===== src/rtl/pulse_cmd_loader.sv =====
// pulse_cmd_loader: parses framed host write commands from the UART receiver
// into shadow copies of the pulse-timing parameters. A commit command copies
// every shadow into the active registers in a single cycle, so the sequencer
// never runs on a half-updated parameter set. Each frame gets an ACK/NAK byte.
module pulse_cmd_loader #(
    parameter int unsigned TIMEOUT  = 1200000,
    parameter logic [23:0] D_PERIOD = 24'h010000,
    parameter logic [15:0] D_P1W    = 16'd30,
    parameter logic [15:0] D_DEL    = 16'd200,
    parameter logic [15:0] D_P2W    = 16'd60,
    parameter logic [15:0] D_NUTD   = 16'd100,
    parameter logic [7:0]  D_NUTW   = 8'd100,
    parameter logic [7:0]  D_BLK    = 8'd50,
    parameter logic [15:0] D_BLKOFF = 16'd100,
    parameter logic [7:0]  D_CPMG   = 8'd1,
    parameter logic [2:0]  D_FLAGS  = 3'b111
) (
    input  logic        clk,
    input  logic        resetn,
    input  logic        rx_valid,
    input  logic [7:0]  rx_byte,
    input  logic        tx_ready,
    output logic        tx_valid,
    output logic [7:0]  tx_byte,
    output logic [23:0] period,
    output logic [15:0] p1width,
    output logic [15:0] delay,
    output logic [15:0] p2width,
    output logic [15:0] nut_del,
    output logic [15:0] pulse_block_off,
    output logic [7:0]  nut_wid,
    output logic [7:0]  pulse_block,
    output logic [7:0]  cpmg,
    output logic        pump,
    output logic        block,
    output logic        nutation,
    output logic        rx_done,
    output logic        err
);

    // One complete parameter set; used for both the shadow and active copies.
    typedef struct packed {
        logic [23:0] period;
        logic [15:0] p1width;
        logic [15:0] delay;
        logic [15:0] p2width;
        logic [15:0] nut_del;
        logic [15:0] pulse_block_off;
        logic [7:0]  nut_wid;
        logic [7:0]  pulse_block;
        logic [7:0]  cpmg;
        logic        nutation;
        logic        block;
        logic        pump;
    } params_t;

    typedef enum logic [1:0] {
        S_IDLE,
        S_DATA,
        S_EXEC,
        S_RESP
    } state_t;

    localparam params_t DEFAULTS = '{
        period:          D_PERIOD,
        p1width:         D_P1W,
        delay:           D_DEL,
        p2width:         D_P2W,
        nut_del:         D_NUTD,
        pulse_block_off: D_BLKOFF,
        nut_wid:         D_NUTW,
        pulse_block:     D_BLK,
        cpmg:            D_CPMG,
        nutation:        D_FLAGS[2],
        block:           D_FLAGS[1],
        pump:            D_FLAGS[0]
    };

    localparam int unsigned    TMO_W   = $clog2(TIMEOUT + 1);
    localparam logic [TMO_W-1:0] TMO_MAX = TMO_W'(TIMEOUT);

    localparam logic [7:0] CMD_PERIOD = 8'h01;
    localparam logic [7:0] CMD_P1W    = 8'h02;
    localparam logic [7:0] CMD_DEL    = 8'h03;
    localparam logic [7:0] CMD_P2W    = 8'h04;
    localparam logic [7:0] CMD_NUTD   = 8'h05;
    localparam logic [7:0] CMD_NUTW   = 8'h06;
    localparam logic [7:0] CMD_FLAGS  = 8'h07;
    localparam logic [7:0] CMD_BLK    = 8'h08;
    localparam logic [7:0] CMD_BLKOFF = 8'h09;
    localparam logic [7:0] CMD_CPMG   = 8'h0A;
    localparam logic [7:0] CMD_COMMIT = 8'h0F;

    localparam logic [7:0] RESP_ACK = 8'h06;
    localparam logic [7:0] RESP_NAK = 8'h15;

    // Number of data bytes following a command; 0 for commit and unknown bytes.
    function automatic logic [1:0] data_len(input logic [7:0] cmd);
        case (cmd)
            CMD_PERIOD:                                       data_len = 2'd3;
            CMD_P1W, CMD_DEL, CMD_P2W, CMD_NUTD, CMD_BLKOFF:  data_len = 2'd2;
            CMD_NUTW, CMD_FLAGS, CMD_BLK, CMD_CPMG:           data_len = 2'd1;
            default:                                          data_len = 2'd0;
        endcase
    endfunction

    state_t           r_state;
    state_t           w_next_state;
    logic [7:0]       r_cmd;
    logic [23:0]      r_asm;
    logic [1:0]       r_cnt;
    logic [TMO_W-1:0] r_tmo;
    params_t          r_shadow;
    params_t          r_active;
    logic             r_tx_valid;
    logic [7:0]       r_tx_byte;
    logic             r_rx_done;
    logic             r_err;

    logic w_latch_cmd;
    logic w_shift;
    logic w_wr_shadow;
    logic w_commit;
    logic w_tx_set;
    logic w_nak;
    logic w_tx_done;

    // State register.
    // NOTE: sequential state uses non-blocking (<=) so every flop samples pre-edge values.
    always_ff @(posedge clk) begin
        if (!resetn) r_state <= S_IDLE;
        else         r_state <= w_next_state;
    end

    // Next-state and per-cycle control strobes for the frame parser.
    // NOTE: every signal gets a default before the case so no path infers a latch.
    always_comb begin
        w_next_state = r_state;
        w_latch_cmd  = 1'b0;
        w_shift      = 1'b0;
        w_wr_shadow  = 1'b0;
        w_commit     = 1'b0;
        w_tx_set     = 1'b0;
        w_nak        = 1'b0;
        w_tx_done    = 1'b0;
        case (r_state)
            S_IDLE: begin
                if (rx_valid) begin
                    w_latch_cmd = 1'b1;
                    if (data_len(rx_byte) != 2'd0) begin
                        w_next_state = S_DATA;
                    end else if (rx_byte == CMD_COMMIT) begin
                        w_next_state = S_EXEC;
                    end else begin
                        w_next_state = S_RESP;
                        w_tx_set     = 1'b1;
                        w_nak        = 1'b1;
                    end
                end
            end
            S_DATA: begin
                // Timeout is checked first: a byte arriving on the expiry cycle is dropped.
                if (r_tmo == TMO_MAX) begin
                    w_next_state = S_RESP;
                    w_tx_set     = 1'b1;
                    w_nak        = 1'b1;
                end else if (r_cnt == 2'd0) begin
                    w_wr_shadow  = 1'b1;
                    w_next_state = S_RESP;
                    w_tx_set     = 1'b1;
                end else if (rx_valid) begin
                    w_shift = 1'b1;
                end
            end
            S_EXEC: begin
                w_commit     = 1'b1;
                w_next_state = S_RESP;
            end
            S_RESP: begin
                if (r_tx_valid && tx_ready) begin
                    w_tx_done    = 1'b1;
                    w_next_state = S_IDLE;
                end else if (!r_tx_valid) begin
                    // Arrived from EXEC: raise the ACK one cycle after the commit.
                    w_tx_set = 1'b1;
                end
            end
            default: w_next_state = S_IDLE;
        endcase
    end

    // Command latch, MSB-first byte assembly, remaining-byte count and idle timeout.
    always_ff @(posedge clk) begin
        if (!resetn) begin
            r_cmd <= '0;
            r_asm <= '0;
            r_cnt <= '0;
            r_tmo <= '0;
        end else if (w_latch_cmd) begin
            r_cmd <= rx_byte;
            r_cnt <= data_len(rx_byte);
            r_tmo <= '0;
        end else if (w_shift) begin
            r_asm <= {r_asm[15:0], rx_byte};
            r_cnt <= r_cnt - 2'd1;
            r_tmo <= '0;
        end else if (r_state == S_DATA) begin
            r_tmo <= r_tmo + TMO_W'(1);
        end
    end

    // Shadow parameter set, written once per completed data frame.
    // NOTE: these are flop banks rather than RAM, so they are reset to defaults
    // and a reset mid-frame cannot leave a partial write behind.
    always_ff @(posedge clk) begin
        if (!resetn) begin
            r_shadow <= DEFAULTS;
        end else if (w_wr_shadow) begin
            case (r_cmd)
                CMD_PERIOD: r_shadow.period          <= r_asm;
                CMD_P1W:    r_shadow.p1width         <= r_asm[15:0];
                CMD_DEL:    r_shadow.delay           <= r_asm[15:0];
                CMD_P2W:    r_shadow.p2width         <= r_asm[15:0];
                CMD_NUTD:   r_shadow.nut_del         <= r_asm[15:0];
                CMD_BLKOFF: r_shadow.pulse_block_off <= r_asm[15:0];
                CMD_NUTW:   r_shadow.nut_wid         <= r_asm[7:0];
                CMD_BLK:    r_shadow.pulse_block     <= r_asm[7:0];
                CMD_CPMG:   r_shadow.cpmg            <= r_asm[7:0];
                CMD_FLAGS: begin
                    r_shadow.nutation <= r_asm[2];
                    r_shadow.block    <= r_asm[1];
                    r_shadow.pump     <= r_asm[0];
                end
                default: ;
            endcase
        end
    end

    // Active parameter set and the commit strobe, updated together.
    always_ff @(posedge clk) begin
        if (!resetn) begin
            r_active  <= DEFAULTS;
            r_rx_done <= 1'b0;
        end else begin
            r_rx_done <= w_commit;
            if (w_commit) r_active <= r_shadow;
        end
    end

    // Response byte, held with tx_valid until the transmitter takes it; err marks a NAK's first cycle.
    always_ff @(posedge clk) begin
        if (!resetn) begin
            r_tx_valid <= 1'b0;
            r_tx_byte  <= 8'h00;
            r_err      <= 1'b0;
        end else begin
            r_err <= w_tx_set & w_nak;
            if (w_tx_done) begin
                r_tx_valid <= 1'b0;
            end else if (w_tx_set) begin
                r_tx_valid <= 1'b1;
                r_tx_byte  <= w_nak ? RESP_NAK : RESP_ACK;
            end
        end
    end

    assign tx_valid        = r_tx_valid;
    assign tx_byte         = r_tx_byte;
    assign rx_done         = r_rx_done;
    assign err             = r_err;
    assign period          = r_active.period;
    assign p1width         = r_active.p1width;
    assign delay           = r_active.delay;
    assign p2width         = r_active.p2width;
    assign nut_del         = r_active.nut_del;
    assign pulse_block_off = r_active.pulse_block_off;
    assign nut_wid         = r_active.nut_wid;
    assign pulse_block     = r_active.pulse_block;
    assign cpmg            = r_active.cpmg;
    assign nutation        = r_active.nutation;
    assign block           = r_active.block;
    assign pump            = r_active.pump;

endmodule


===== config.mk =====
export PLATFORM = sky130hd
export DESIGN_NAME = pulse_cmd_loader
export DESIGN_NICKNAME = d
export VERILOG_FILES = /design/src/rtl/pulse_cmd_loader.sv
export SDC_FILE = /design/constraint.sdc
export NUM_CORES = 1
export LEC_CHECK = 0
export BUFFER_PORTS_ARGS = -buffer_cell sky130_fd_sc_hd__buf_4
export CAP_MARGIN = 0
export CORE_UTILIZATION = 58
export CTS_CLUSTER_DIAMETER = 120
export DETAILED_ROUTE_END_ITERATION = 8
export GPL_TIMING_DRIVEN = 0
export PLACE_DENSITY_LB_ADDON = 0.12
export SLEW_MARGIN = 10
export SYNTH_ARGS = -nofsm -noshare
export SYNTH_HDL_FRONTEND = slang
export SYNTH_SLANG_ARGS = --single-unit

===== constraint.sdc =====
create_clock -name clk -period 2.85 [get_ports clk]
set_input_delay 0.1425 -clock clk [delete_from_list [all_inputs] [get_ports clk]]
set_output_delay 0.1425 -clock clk [all_outputs]
set_load 0.01 [all_outputs]

# Word level (Yosys, flattened, before mapping)
# Memory sizes are Yosys's and may differ from the RTL's.
# Cells that the tools add are included.
# word_totals
reg_bits	330
memories	2
romBits	64
out_inout_bits	142
# memory_table
name	words	word_bits	read_ports	rd_ports_with_merged_regs	write_ports	line_no	text
(no name shown)	16	2	1	0	0	99	case (cmd)
(no name shown)	16	2	1	0	0	99	
# classes
n_addsub	2
eq_ne	18
bitwise	4
n_mux	34
n_reduce_logical	21
# op_table
cell	n
$eq A8 B3 Y1 const B	4
$eq A8 B4 Y1 const B	4
$reduce_and A2 Y1	12
$mux W2	11
$add A21 B1 Y21 const B	1
$eq A21 B21 Y1 const B	1
$mux W1	19
$eq A8 B2 Y1 const B	2
$eq A8 B1 Y1 const B	1
$pmux W2 S4	1
$mux W5	1
$eq A2 B2 Y1 const B	2
$logic_not A2 Y1	2
$logic_not A4 Y1	1
$ne A2 B2 Y1 const B	2
$reduce_bool A2 Y1	2
$ne A3 B3 Y1 const B	1
$not A1 Y1	3
$pmux W1 S3	1
$reduce_and A3 Y1	1
$reduce_or A3 Y1	1
$eq A2 B1 Y1 const B	1
$pmux W1 S2	1
$reduce_or A2 Y1	1
3 further kinds	3

# Logic depth before layout (Yosys ltp)
# Gate-level depths: netlist of the first run.
# depth
ltp_word	9
ltp_mapped	10

# Worst setup path before layout of the first run
# OpenSTA, ideal clock, no wires.
# synth_timing
path_type	register to register
startpoint	register r_state[1]
endpoint	register r_tmo[11]
arrival_time_ns	1.911
stages_incl_launch_ff	9
setup_slack_ns	0.812
synth_period_minus_slack_ns	2.038
n_path_buf	1
path_cell_list	dfxtp_1 -> inv_1 -> ha_1 -> buf_2 -> nand4_1 -> nor4_1 -> nand3_1 -> xor2_1 -> nor2_1
# synth_between
elab_chain_len	3
word_cells_on_any_way	5
cone_classes	1 x eq/ne; 2 x mux; 2 x reduce/logical
# synth_rtl
element	line_no	text
start: declaration	107	state_t r_state;
start signal: assignment	132	else r_state <= w_next_state;
$eq A2 B1 Y1 / $logic_not A2 Y1 (equally long branches)	146, 207	
$mux W1	146	case (r_state)
$reduce_or A3 Y1 (no source line)	-	
end signal: assignment	208	r_tmo <= r_tmo + TMO_W'(1);
end: declaration	112	logic [TMO_W-1:0] r_tmo;
# Several ways; a longest one is shown, not always the timed one.
# A chain may end at the register's enable or synchronous reset.

# Worst setup path in the final report of the first run
# layout_timing
startpoint	register r_state[0]
endpoint	register r_active (netlist bit pulse_block_off[2])
# layout_between
elab_chain_len	2
# layout_rtl
element	line_no	text
$eq A2 B2 Y1	146	
$mux W1	146	
named net w_commit	123	logic w_commit;
end signal: assignment	246	if (w_commit) r_active <= r_shadow;
end: declaration	114	params_t r_active;
# The timed path passes the listed nets, and every way through them passes these cells.

==> flow_results.org, run 1 <==
** Worst setup path
- Counting cells, the worst reg-to-reg path comes to 6.
- Across all register-to-register paths, the minimum setup slack is approximately 0.24 ns.
- STA classifies the critical path startpoint as a flip-flop.
- End point of the critical path :: pulse_block_off[2]
- Stages on the worst setup path :: 6
- Together, buffers and inverters on the worst path number 3.
- Worst Path Class, Setup :: flip-flop to flip-flop
- In this design, the stage delay of the slowest critical-path cell is between 0.6 and 0.7 ns.
- Worst flop-to-flop path startpoint :: r_state[0]
- Cell type group with the largest total delay on the critical path :: buffers and inverters
- Data arrives at the worst endpoint at between 3 and 4 ns.
- WP data required :: 3.26 ns
- The worst setup path is captured at a flip-flop.
- Standard cell with the maximum stage delay on the critical path :: ha_1
- Walking the worst path, the cells encountered are inv_1 -> ha_1 -> buf_2 -> clkbuf_1 -> mux2i_1 -> nand2_1.
- Of all nets on the critical path, the largest fanout is 10.
- In this run the worst setup path begins at r_state[0].
- In this run the critical register-to-register path is captured at pulse_block_off[2].

** Finish
- The library cell used most frequently in the layout, excluding fill and tap cells, is dfxtp_1.
- Of the cells placed in the final design, the portion with a size suffix greater than 1 is 15.8%.
- In the layout the commonest cells are 325 x dfxtp_1, 237 x nand2_1, 210 x mux2i_1, 172 x nor2b_1, 155 x buf_4.
- Filler cell count in the final layout :: about 1,700
- Area growth, synth to finish :: 20.3%
- Final nets :: roughly 1,500
- Number of inserted diodes :: 0

** Routing
- In the final routed layout, each cell accounts on average for 17.5 µm.
- In the routed design, unresolved DRC markers number 0.
- First-iteration detailed-routing DRC count :: roughly 570
- Once detail routing completed, the nets flagged for antenna violations numbered 0.
- Detailed Route WL :: a little over 30,000 µm
- Dividing the detail-routed via count by the number of cells gives roughly 5.3.
- Routed via count :: around 9,400
- Number of detailed-route iterations in the first pass :: 4

** Power
- Net switching power :: approximately 2.7 mW
- Clk pwr share :: 40.9%
- Internal power comes to around 7.9 mW.
- Power spread over the standard cell area amounts to 684 mW/mm².
- Switching power share of the total :: roughly a quarter
- Portion of total power attributed to sequential cells :: between 40% and 50%
- Total Power :: ~11 mW
- In this run the static leakage power is just over 6 nW.
- VDD sags by at most approximately 0.44 mV.
- Combinational power share :: between 10% and 20%

** Clock network
- CTS Buf Count :: 31
- Number of buffers inserted by post-CTS setup repair :: 0
- Root Buffer :: clkbuf_16
- CTS Buffer Depth :: 3
- Clock tree from TritonCTS :: built
- Number of levels in the clock H-tree :: 1
- Clock tree sinks :: 325
- Clock latency on the worst-skew pair, taken at its later pin, is roughly 0.56 ns.
- After clock tree synthesis, the clock-pin slew on the worst setup and hold paths is 0.06 ns.

** Placed design
- Final weighted congestion in routability-driven placement :: between 0.8 and 0.9
- OpenSTA, run right after detailed placement, puts the worst setup slack at -0.228 ns.
- Summed over all nets, the half-perimeter wirelength after detailed placement is around 21,000 µm.
- In this run the tool buffered the top-level ports with 147 buffer cells.

** GRT
- Antenna violations before repair :: 0
- Global routing used between 20% and 30% of the available tracks.
- Entering global routing, the biggest net connects 16 pins.
- The number of global-route vias before repair was between 8,000 and 9,000.
- Wire length of the first global-routing pass :: approximately 48,000 µm
- Total overflow reported by the global router :: 0

** Die
- The floorplan has 53 rows.
- The die is 151 µm wide.
- The initial utilization of the core area, before any placement, comes to about three fifths.
- Area inside the core boundary :: 0.0214 mm²
- Pin placement for this block handled around 150 I/O pins.
- Height of the chip :: between 150 and 200 µm
- Die ar. :: 0.0227 mm²

** Timing
- Max-slew violation count :: 0
- After layout, the worst setup slack is about 0.24 ns.
- Setup violations remaining at the end of the flow were counted as 0.
- Setup repair after global routing missed its margin :: no
- Slew at the pin closest to its max-slew limit :: approximately 1.1 ns
- Final worst-path cycle share :: around 92%
- Clock skew on the completed layout was measured at around 0.01 ns.
- Achievable frequency :: ~0.38 GHz
- Min Clock Period, post-route :: 2.61 ns
- In this run the tightest slew margin relative to its limit is a little under a quarter.
- Final Hold Viols :: 0

** Logic synthesis
- Number of warnings printed during yosys synthesis :: 0
- Adder-cell share of the synthesized area :: 0.684%
- Of the total synthesized cell area, the portion taken by XOR and XNOR cells is approximately 1.4%.
- Proportion of synthesized flip-flops having asynchronous set or reset :: 0%
- Compound-gate portion of the synthesized area :: about 7.3%
- Multiplexer cells account for 16.5% of the synthesized area.
- After synthesis the cells add up to ~0.013 mm².
- Number of synthesized register bits :: about 330
- Distinct cell type count after synthesis :: between 50 and 60
- After Yosys synthesis, and, or, nand and nor cells account for 19.5% of the synthesized area.
- Mean area per synthesized cell :: ~10 µm²
- After synthesis, flip-flops and latches occupy about half of the total area.
- Yosys mapped a number of flops with a built-in enable equal to 0.
- Post-synthesis instance total :: approximately 1,300
- Among all flip-flop cells after synthesis, the most frequent one is dfxtp_1.
- Largest family of logic cells by synthesized area :: simple AND/OR/NAND/NOR gates

** Worst hold path
- Min-Delay Path Class :: input port to flip-flop

** Status
- The run finished with clean final reports.

** Flow run
- Max-cap violations :: 0
==> area by class of cell <==
class | count | area [µm²] | share of cell area, %
repair buffers | 153 | 1160 | 7.56
well taps | 275 | 344 | 2.23
flip-flops and latches | 325 | 6510 | 42.3
clock buffers | 47 | 936 | 6.08
multi-input cells | 854 | 5820 | 37.8
plain buffers | 98 | 442 | 2.87
inverters | 10 | 37.5 | 0.244
clock inverters | 9 | 149 | 0.967
==> power by group through the flow <==
| stage | clock network [mW] | logic [mW] | registers [mW] |
|---|---|---|---|
| 4_1_cts | 4.37 | 1.53 | 4.69 |
| 5_1_grt | 4.57 | 1.65 | 4.70 |
| 3_5_place_dp | 0 | 1.52 | 4.79 |
| 2_1_floorplan | 0 | 1.14 | 4.79 |
| 3_3_place_gp | 0 | 1.50 | 4.79 |
| 6_report | 4.31 | 1.53 | 4.69 |
==> how the worst min path moves through the flow <==
| stage | start | endpoint | slack [ns] | depth (start not counted) |
|---|---|---|---|---|
| after detailed placement | rx_byte[4] | r_cmd[4] | 0.43 | 3 |
| final | rx_valid | r_state[0] | 0.05 | 3 |
| after global routing | rx_valid | r_state[1] | 0.06 | 3 |
| after global placement | rx_byte[4] | r_asm[4] | 0.43 | 3 |
| after floorplan | rx_byte[4] | r_cmd[4] | 0.29 | 2 |
| after CTS | rx_valid | r_state[0] | 0.03 | 3 |
==> Yosys cell counts (2+ instances only) <==
cell / instances / share of area [%]
nor4_1: 3 / 0.15
buf_6: 4 / 0.35
buf_2: 9 / 0.35
nand4_1: 7 / 0.34
nand2_1: 237 / 7.0
o2111ai_2: 5 / 0.59
nand3_1: 26 / 1.0
xor2_1: 15 / 1.0
o21ai_0: 4 / 0.16
o2111ai_4: 2 / 0.41
clkbuf_1: 69 / 2.0
nor3_1: 3 / 0.12
nor3b_1: 2 / 0.12
nor2b_1: 172 / 8.4
inv_1: 10 / 0.29
and2_1: 8 / 0.39
a31oi_1: 3 / 0.15
o221ai_1: 3 / 0.21
o211ai_1: 2 / 0.12
nor2_1: 30 / 0.88
buf_4: 8 / 0.47
a21boi_1: 6 / 0.35
o2111a_1: 5 / 0.44
nand2b_1: 2 / 0.098
a21boi_0: 66 / 3.9
dfxtp_1: 325 / 51
nand3b_1: 2 / 0.12
a21o_1: 3 / 0.18
buf_1: 9 / 0.26
o2111ai_1: 2 / 0.14
a21oi_1: 2 / 0.078
and4bb_2: 2 / 0.20
ha_1: 7 / 0.68
mux2i_1: 210 / 16
xnor2_1: 5 / 0.34
==> sequential cells by signal (all words and copies together) (netlist names), 3 cells and up <==
signal           cells
p1width             16
r_cmd                8
pulse_block          8
period              24
r_tmo               21
pulse_block_off     16
delay               16
p2width             16
r_shadow           131
cpmg                 8
nut_del             16
r_asm               24
nut_wid              8
tx_byte              3
==> worst reg2reg max path, stage by stage (launching register included) <==
cell and delay, ns:
dfxtp_1 0.34, inv_1 0.09, ha_1 0.64, buf_2 0.45, clkbuf_1 0.61, mux2i_1 0.26, nand2_1 0.08
==> cell families (layout without fill, tap and decap cells) <==
kind of cell               after synthesis  after routing
AOI/OAI and AO/OA                      111            111
xor gates and xnor gates                20             20
adders and majority gates                7              7
buffers and inverters                  109            317
DFF                                    325            325
muxes                                  211            211
other                                    1              4
and+or+nand+nor                        501            501
==> layer usage <==
metal / GRT usage [%] / up-vias / routed length [µm]
met1: 36.3 / 4472 / 14000
met3: 4.42 / 54 / 1590
li1: - / 4632 / -
met4: 7.98 / 0 / 871
met5: 0 / - / 0
met2: 46.0 / 231 / 14600
==> stage by stage <==
stage / instances / TNS, ns / hold WS, ns / area [µm²] / utilization [%]
2_1_floorplan: 1288 / 0 / 0.287 / 12800 / -
3_3_place_gp: 1710 / -4.75 / 0.426 / 14300 / 66.8
3_5_place_dp: 1710 / -6.22 / 0.433 / 14300 / 66.8
4_1_cts: 1772 / 0 / 0.0332 / 15400 / 72.1
5_1_grt: 1771 / 0 / 0.0637 / 15400 / 72.1
6_report: 1771 / 0 / 0.0535 / 15400 / 72.1
==> repair_timing <==
action	in CTS	in global routing
endpoints found under the setup margin	51	26
resized for setup	2	0
hold endpoints to repair	12	0
hold buffers	6	0
Power figures use the tool's default switching activity.
==> inputs of run 2 (changes only) <==
==> constraint.sdc (replaced) <==
create_clock -name clk -period 2.85 [get_ports clk]
set_input_delay 0.57 -clock clk [delete_from_list [all_inputs] [get_ports clk]]
set_output_delay 0.57 -clock clk [all_outputs]
set_load 0.01 [all_outputs]
==> run 2 against run 1 <==
  * Utilization decreased by 0.28 points
  * Register-to-register slack got worse by 0.02 ns
  * Worst hold slack improved by 0.24 ns
  * Setup slack got worse by 0.017 ns
  * Sequential share of layout area increased by 0.17 points
  * Total power about the same
  * Critical path type unchanged
  * Critical endpoint unchanged
  * Largest cell class unchanged
==> flow_results.org, run 2 (synthesis results as in run 1) <==
** Power
- The final total power was 10.5 mW (about the same).
- The largest vdd supply drop came to 0.434 mV (-0.25%).
- Areal power density over the cells :: 686 mW/mm² (+0.32%)
- The leakage component of the power is 6.19 nW (-0.40%).

** Finish
- Final nets :: 1,486 (-0.40%)
- The number of flip-flops in the largest register is 131 (unchanged).
- Number of inserted diodes :: 0 (unchanged)
- Commonest cells after routing, fill and taps aside :: 325 x dfxtp_1, 237 x nand2_1, 210 x mux2i_1, 172 x nor2b_1, 155 x buf_4
- Fraction of layout instances using a drive strength above 1 :: 15.8% (+0.064 points)
- Leading registers by flop count :: r_shadow: 131 flops, period: 24 flops, r_asm: 24 flops
- Ranked by flip-flop count, first place goes to r_shadow.
- Area growth, synth to finish :: 19.9%
- The library cell used most frequently in the layout, excluding fill and tap cells, is dfxtp_1.
- The fill cell instance count of the final layout was 1,663 (+0.42%).

** Clock network
- The clock slew seen by the registers of the worst setup and hold paths came to 0.06 ns (about the same).
- Number of levels in the clock H-tree :: 1 (unchanged)
- The clock latency of the later-clocked register in the worst-skew pair was 0.55 ns (about the same).
- The number of buffers added by the clock tree synthesis step came to 31 (unchanged).
- Clock tree from TritonCTS :: built
- Clock tree sinks :: 325 (unchanged)
- The root buffer cell chosen for the clock tree is clkbuf_16.
- The buffer levels on the longest clock path is 3 (unchanged).
- The number of setup buffers added after CTS was 0 (unchanged).

** Worst setup path
- Among all stages on the critical path, the largest delay is contributed by ha_1.
- The critical path data arrival time was 3.04 ns (about the same).
- Among cell families on the critical path, the largest total delay comes from buffers and inverters.
- The worst setup path is launched from a flip-flop.
- The critical-path maximum fanout was 10 (unchanged).
- The critical path buffer and inverter count is 3 (unchanged).
- Crit-path cells :: inv_1 -> ha_1 -> buf_2 -> clkbuf_1 -> mux2i_1 -> nand2_1
- Delay of the slowest cell on the worst path :: 0.65 ns (about the same)
- By startpoint and endpoint, the worst setup path is classified as flip-flop to flip-flop.
- Worst setup EP type :: flip-flop
- WP data required :: 3.27 ns (about the same)

** Timing
- Worst setup skew after layout :: 0.00795 ns (-0.00236 ns)
- Achievable frequency :: 0.380 GHz (-0.65%)
- Final-report setup violation count :: 0 (unchanged)
- Final worst-path cycle share :: 92.2% (+0.60 points)
- Setup repair after global routing left no endpoint under its margin.
- The number of max-slew violations in the final report was 0 (unchanged).
- Final Hold Viols :: 0 (unchanged)
- The aggregate negative setup slack was 0 ns (unchanged).
- The post-route minimum period is 2.63 ns (+0.0171 ns).
- The normalized max-slew margin was 23.4% (about the same).
- Slew at the pin closest to its max-slew limit :: 1.14 ns (-0.000126 ns)

** GRT
- The number of global-route vias before repair was 8,790 (-0.28%).
- Total overflow reported by the global router :: 0 (unchanged)
- The wire length of the first global-routing pass came to 47,600 µm (-0.12%).
- The pin count of the biggest net entering global routing is 16 (unchanged).
- The total global routing track utilization is 27.4% (about the same).
- The initial antenna violation count was 0 (unchanged).

** Worst hold path
- Min-Delay Path Class :: input port to flip-flop

** Routing
- Routed via count :: 9,338 (-0.54%)
- Detailed Route WL :: 31,000 µm (about the same)
- The routed length on met2 came to 14,700 µm (+0.24%).
- The ratio of routed vias to standard cells came to 5.29 (-0.21%).
- First-iteration detailed-routing DRC count :: 601 (+6.2%)
- The count of TritonRoute iterations in the first routing pass was 5 (+1).
- DRT antenna net count :: 0 (unchanged)
- Post-detailed-route wirelength per cell :: 17.6 µm (+0.24%)
- The total routed wire length on the met1 layer is 13,900 µm (-0.77%).
- Signal routing reaches up to met4.
- Sum of met3 wire segment lengths after detailed routing :: 1670 µm (+5.3%)
- Post-route DRC violation count :: 0 (unchanged)

** Placed design
- Count of input and output buffers :: 147 (unchanged)
- The post-detailed-placement half-perimeter wirelength is 21,200 µm (unchanged).
- The placer's final routability congestion estimate was 0.863 (unchanged).

** Die
- Initial Utilization :: 59.9% (unchanged)
- Die ar. :: 0.0227 mm² (unchanged)
- Site Rows :: 53 (unchanged)
- The overall die height came to 151 µm (unchanged).
- The core region area came to 0.0214 mm² (unchanged).
- The count of boundary I/O pins came to 154 (unchanged).
- The die span in x is 151 µm (unchanged).

** Flow run
- The max-capacitance violation count came to 0 (unchanged).

** Status
- The run finished with clean final reports.
==> run 2: changes by cell type in the layout (fill, tap and decap cells not counted) <==
cell           before  now
dlygate4sd3_1       6    0
==> run 2: what timing repair did <==
| item | in CTS | in global routing |
|---|---|---|
| hold buffers | 0 | 0 |
| endpoints found under the setup margin | 51 | 26 |
| resized for setup | 2 | 0 |
==> run 2: final timing paths <==
path | startpoint | end | slack (ns) | cells past startpoint
min reg2reg | r_shadow[105] | r_shadow[105] | 0.45 | 2
max reg2reg | r_state[0] | pulse_block_off[2] | 0.22 | 6
min | rx_byte[4] | r_asm[4] | 0.30 | 3
max | r_state[0] | pulse_block_off[2] | 0.22 | 6
==> run 2: stage by stage <==
stage	hold WS, ns	util, %	cell area (µm²)	worst slack, ns	std cells
finish	0.296	71.8	15300	0.222	1765
global route	0.305	71.8	15300	0.0756	1765
CTS	0.280	71.9	15300	0.0696	1766
detailed placement	0.445	66.8	14300	-0.228	1710
global placement	0.438	66.8	14300	-0.184	1710
floorplan	0.430	-	12800	0.812	1288
==> run 2: worst register-to-register path, cell delays in order, from the launching register on <==
cell      delay (ns)
dfxtp_1         0.34
inv_1           0.09
ha_1            0.65
buf_2           0.45
clkbuf_1        0.62
mux2i_1         0.26
nand2_1         0.08
==> run 2: area by class of cell <==
| cell class | count | area (µm²) | area share (%) |
|---|---|---|---|
| clock buffers | 47 | 936 | 6.10 |
| repair buffers | 147 | 1100 | 7.19 |
| plain buffers | 98 | 442 | 2.88 |
| flip-flops and latches | 325 | 6510 | 42.4 |
| clock inverters | 9 | 149 | 0.971 |
| multi-input cells | 854 | 5820 | 37.9 |
| well taps | 275 | 344 | 2.24 |
| inverters | 10 | 37.5 | 0.245 |
==> run 2: report_power, final <==
part	internal (mW)	switching, mW	leakage (nW)
logic	0.633	0.891	3.03
registers	4.62	0.0679	2.62
clock network	2.61	1.70	0.538
==> run 2: metal layers <==
layer / global-route usage (%) / vias up
met5: 0 / -
met4: 8.03 / 0
met3: 4.39 / 52
met2: 45.9 / 235
met1: 36.3 / 4439
li1: - / 4612
==> inputs of run 3 (changes only) <==
--- a/config.mk
+++ b/config.mk
@@ -11,7 +11,7 @@
 export CTS_CLUSTER_DIAMETER = 120
 export DETAILED_ROUTE_END_ITERATION = 8
 export GPL_TIMING_DRIVEN = 0
-export PLACE_DENSITY_LB_ADDON = 0.12
+export PLACE_DENSITY = 0.8
 export SLEW_MARGIN = 10
 export SYNTH_ARGS = -nofsm -noshare
 export SYNTH_HDL_FRONTEND = slang
==> run 3 against run 2 <==
  * Clock power down 5.1%
  * Clock skew grew 0.0094 ns
  * Non-clock buffer count stayed put
  * Wire length is 2.4% higher
  * Count of clock-buffer cells in the layout fell by 4
  * Design area down 0.46%
  * Via count rose by 1.1%
  * First-iteration DRC count grew 17%
  * Largest cell class unchanged
  * Global-route usage grew 0.44 points
  * Combinational power barely moved
  * Die area did not move
  * Largest power group unchanged
==> flow_results.org, run 3 (synthesis results as in run 1) <==
** Power
- Total Power :: 10.3 mW (-2.1%)
- The largest vdd supply drop is 0.468 mV (+7.8%).
- The switching power total came to 2.70 mW (+1.5%).
- The combinational fraction of design power came to 14.8% (+0.3 points).
- Switching power share of the total :: 26.2% (+0.93 points)
- The internal portion of total power is 7.61 mW (-3.3%).
- Static power due to leakage :: 6.14 nW (-0.80%)
- The power per unit of standard cell area was 675 mW/mm² (-1.6%).
- The fraction of power consumed by sequential logic was 45.5% (+0.9 points).
- Clk pwr share :: 39.7% (-1.3 points)

** GRT
- The total global routing track utilization was 27.9% (+0.44 points).
- Total overflow reported by the global router :: 0 (unchanged)
- Wire length of the first global-routing pass :: 48,500 µm (+1.9%)
- Antenna violations before repair :: 0 (unchanged)
- The pin count of the biggest net entering global routing is 17 (+1).
- Vias in the first global route :: 8,806 (+0.18%)

** Timing
- Total Neg Setup Slack :: 0 ns (unchanged)
- Final-report setup violation count :: 0 (unchanged)
- The number of max-slew violations in the final report was 0 (unchanged).
- The slew at the pin with the worst max-slew slack was 0.997 ns (-0.142 ns).
- The normalized max-slew margin was 33.5% (+10 points).
- The post-route minimum period was 2.69 ns (+0.0587 ns).
- Final Hold Viols :: 0 (unchanged)
- The part of the cycle the worst path needs came to 94.3% (+2.1 points).
- Setup repair after global routing left no endpoint under its margin.
- The highest clock rate is 0.372 GHz (-2.2%).
- Worst hold margin :: 0.277 ns (-0.0188 ns)
- Worst setup skew after layout :: 0.0174 ns (+0.00944 ns)

** Worst setup path
- Maximum fanout along the worst path :: 10 (unchanged)
- The most critical setup path has its startpoint at r_state[0].
- Following the worst setup path forward leads to its endpoint at period[13].
- STA classifies the critical path endpoint as a flip-flop.
- Worst flop-to-flop path startpoint :: r_state[0]
- Worst Path Class, Setup :: flip-flop to flip-flop
- Destination of the worst register-to-register timing path :: period[13]
- The critical path data arrival time came to 3.14 ns (+0.10 ns).
- WP data required :: 3.31 ns (+0.04 ns)
- The slack of the worst reg-to-reg path is 0.16 ns (-0.06 ns).
- The logic depth of the worst register-to-register path was 6 (unchanged).
- The worst setup path is launched from a flip-flop.

** Die
- Die ar. :: 0.0227 mm² (unchanged)
- The overall die height came to 151 µm (unchanged).
- Area inside the core boundary :: 0.0214 mm² (unchanged)
- The die span in x was 151 µm (unchanged).
- The effective utilization at floorplan was 59.9% (unchanged).
- Count of boundary I/O pins :: 154 (unchanged)
- The standard-cell row count came to 53 (unchanged).

** Clock network
- Number of buffers inserted by post-CTS setup repair :: 0 (unchanged)
- Number of levels in the clock H-tree :: 1 (unchanged)
- The number of buffers added by the clock tree synthesis step was 31 (unchanged).
- Clock tree from TritonCTS :: built
- The number of hold buffers added after CTS came to 0 (unchanged).
- Clock transition at the registers of the reported paths :: 0.07 ns (about the same)
- CTS placed an instance of clkbuf_16 at the clock tree root.
- The buffer levels on the longest clock path came to 3 (unchanged).
- The clock latency of the later-clocked register in the worst-skew pair was 0.58 ns (+0.03 ns).
- Clock tree sinks :: 325 (unchanged)

** Status
- Outcome :: complete, no violations

** Routing
- Detailed Route WL :: 31,800 µm (+2.4%)
- The remaining routing DRC violations was 0 (unchanged).
- DRT antenna net count :: 0 (unchanged)
- Post-detailed-route wirelength per cell :: 18.0 µm (+2.6%)
- First-iteration detailed-routing DRC count :: 703 (+17%)
- Number of detailed-route iterations in the first pass :: 6 (+1)
- The routed via count was 9,441 (+1.1%).
- Detailed-route vias per instance :: 5.36 (+1.3%)

** Placed design
- The number of buffers inserted by port buffering came to 147 (unchanged).
- Placed wire-length estimate :: 21,500 µm (+1.2%)
- The placed instance count is 1,710 (unchanged).
- The placer's final routability congestion estimate came to 0.859 (-0.39%).

** Flow run
- The max-capacitance violation count is 0 (unchanged).

** Finish
- The fill cell instance count of the final layout came to 1,593 (-4.2%).
- Reg with most FFs :: r_shadow
- Area growth, synth to finish :: 19.3%
- Count of placed standard cells in the final layout, fillers left out :: 1,761 (-0.23%)
- The footprint of the multi-input gates is 0.00583 mm² (+0.11%).
- Flip-flop count of the largest register, all copies and words added :: 131 (unchanged)
- Most common library cell in the layout ignoring fill and taps :: dfxtp_1
- The count of antenna diodes in the layout is 0 (unchanged).
- The area taken by flip-flops and latches is 0.00651 mm² (unchanged).
- The top cell types in the final layout, fill and taps aside, are 325 x dfxtp_1, 237 x nand2_1, 210 x mux2i_1, 172 x nor2b_1, 155 x buf_4.
- The largest registers in the layout are r_shadow: 131 flops, period: 24 flops, r_asm: 24 flops.
- Final nets :: 1,486 (unchanged)
- The share of layout cells above drive strength 1 was 15.7% (-0.092 points).

** Worst hold path
- Min-Delay Path Class :: input port to flip-flop
[run 3: through the flow]
step	utilization (%)	cell area, µm²	setup slack, ns
floorplan	-	12800	0.812
global placement	66.8	14300	-0.206
detailed placement	66.8	14300	-0.244
CTS	71.5	15300	0.154
global route	71.5	15300	0.00897
finish	71.5	15300	0.163
[run 3: how the worst min path moves through the flow]
stage	from	endpoint	depth (start not counted)
after detailed placement	r_shadow[106]	r_shadow[106]	2
after CTS	rx_byte[4]	r_cmd[4]	3
after global routing	rx_byte[4]	r_cmd[4]	3
after floorplan	r_shadow[102]	r_shadow[102]	2
final	rx_byte[5]	r_cmd[5]	3
after global placement	r_shadow[104]	r_shadow[104]	2
[run 3: worst max-delay path, cell delays in order (launching register included)]
cell and delay, ns:
dfxtp_1 0.35, inv_1 0.09, ha_1 0.69, buf_2 0.46, buf_1 0.62, mux2i_1 0.29
nor2b_1 0.06
[run 3: cell type report]
type,instances,share of cell area [%]
multi-input combinational,854,38.2
clock inverter,9,0.770
sequential,325,42.6
tap,275,2.25
buffer,98,2.89
timing repair buffer,147,7.23
clock buffer,43,5.83
inverter,10,0.246
[run 3: power groups by stage]
stage,sequential [mW],clock (mW),combinational (mW)
final,4.69,4.09,1.53
after global routing,4.70,4.30,1.63
after CTS,4.69,4.13,1.52
after detailed placement,4.79,0,1.51
after global placement,4.79,0,1.49
after floorplan,4.79,0,1.14
[run 3: timing repair]
| item | CTS | global route |
|---|---|---|
| pin swaps | 0 | 0 |
| resized for setup | 1 | 2 |
| setup endpoints to repair | 51 | 5 |
[run 3: metal layers]
| metal | vias up | global-route usage (%) | wire [µm] |
|---|---|---|---|
| met4 | 0 | 8.43 | 812 |
| met2 | 295 | 46.7 | 15000 |
| met1 | 4479 | 36.7 | 14000 |
| li1 | 4614 | - | - |
| met5 | - | 0 | 0 |
| met3 | 53 | 4.55 | 1950 |
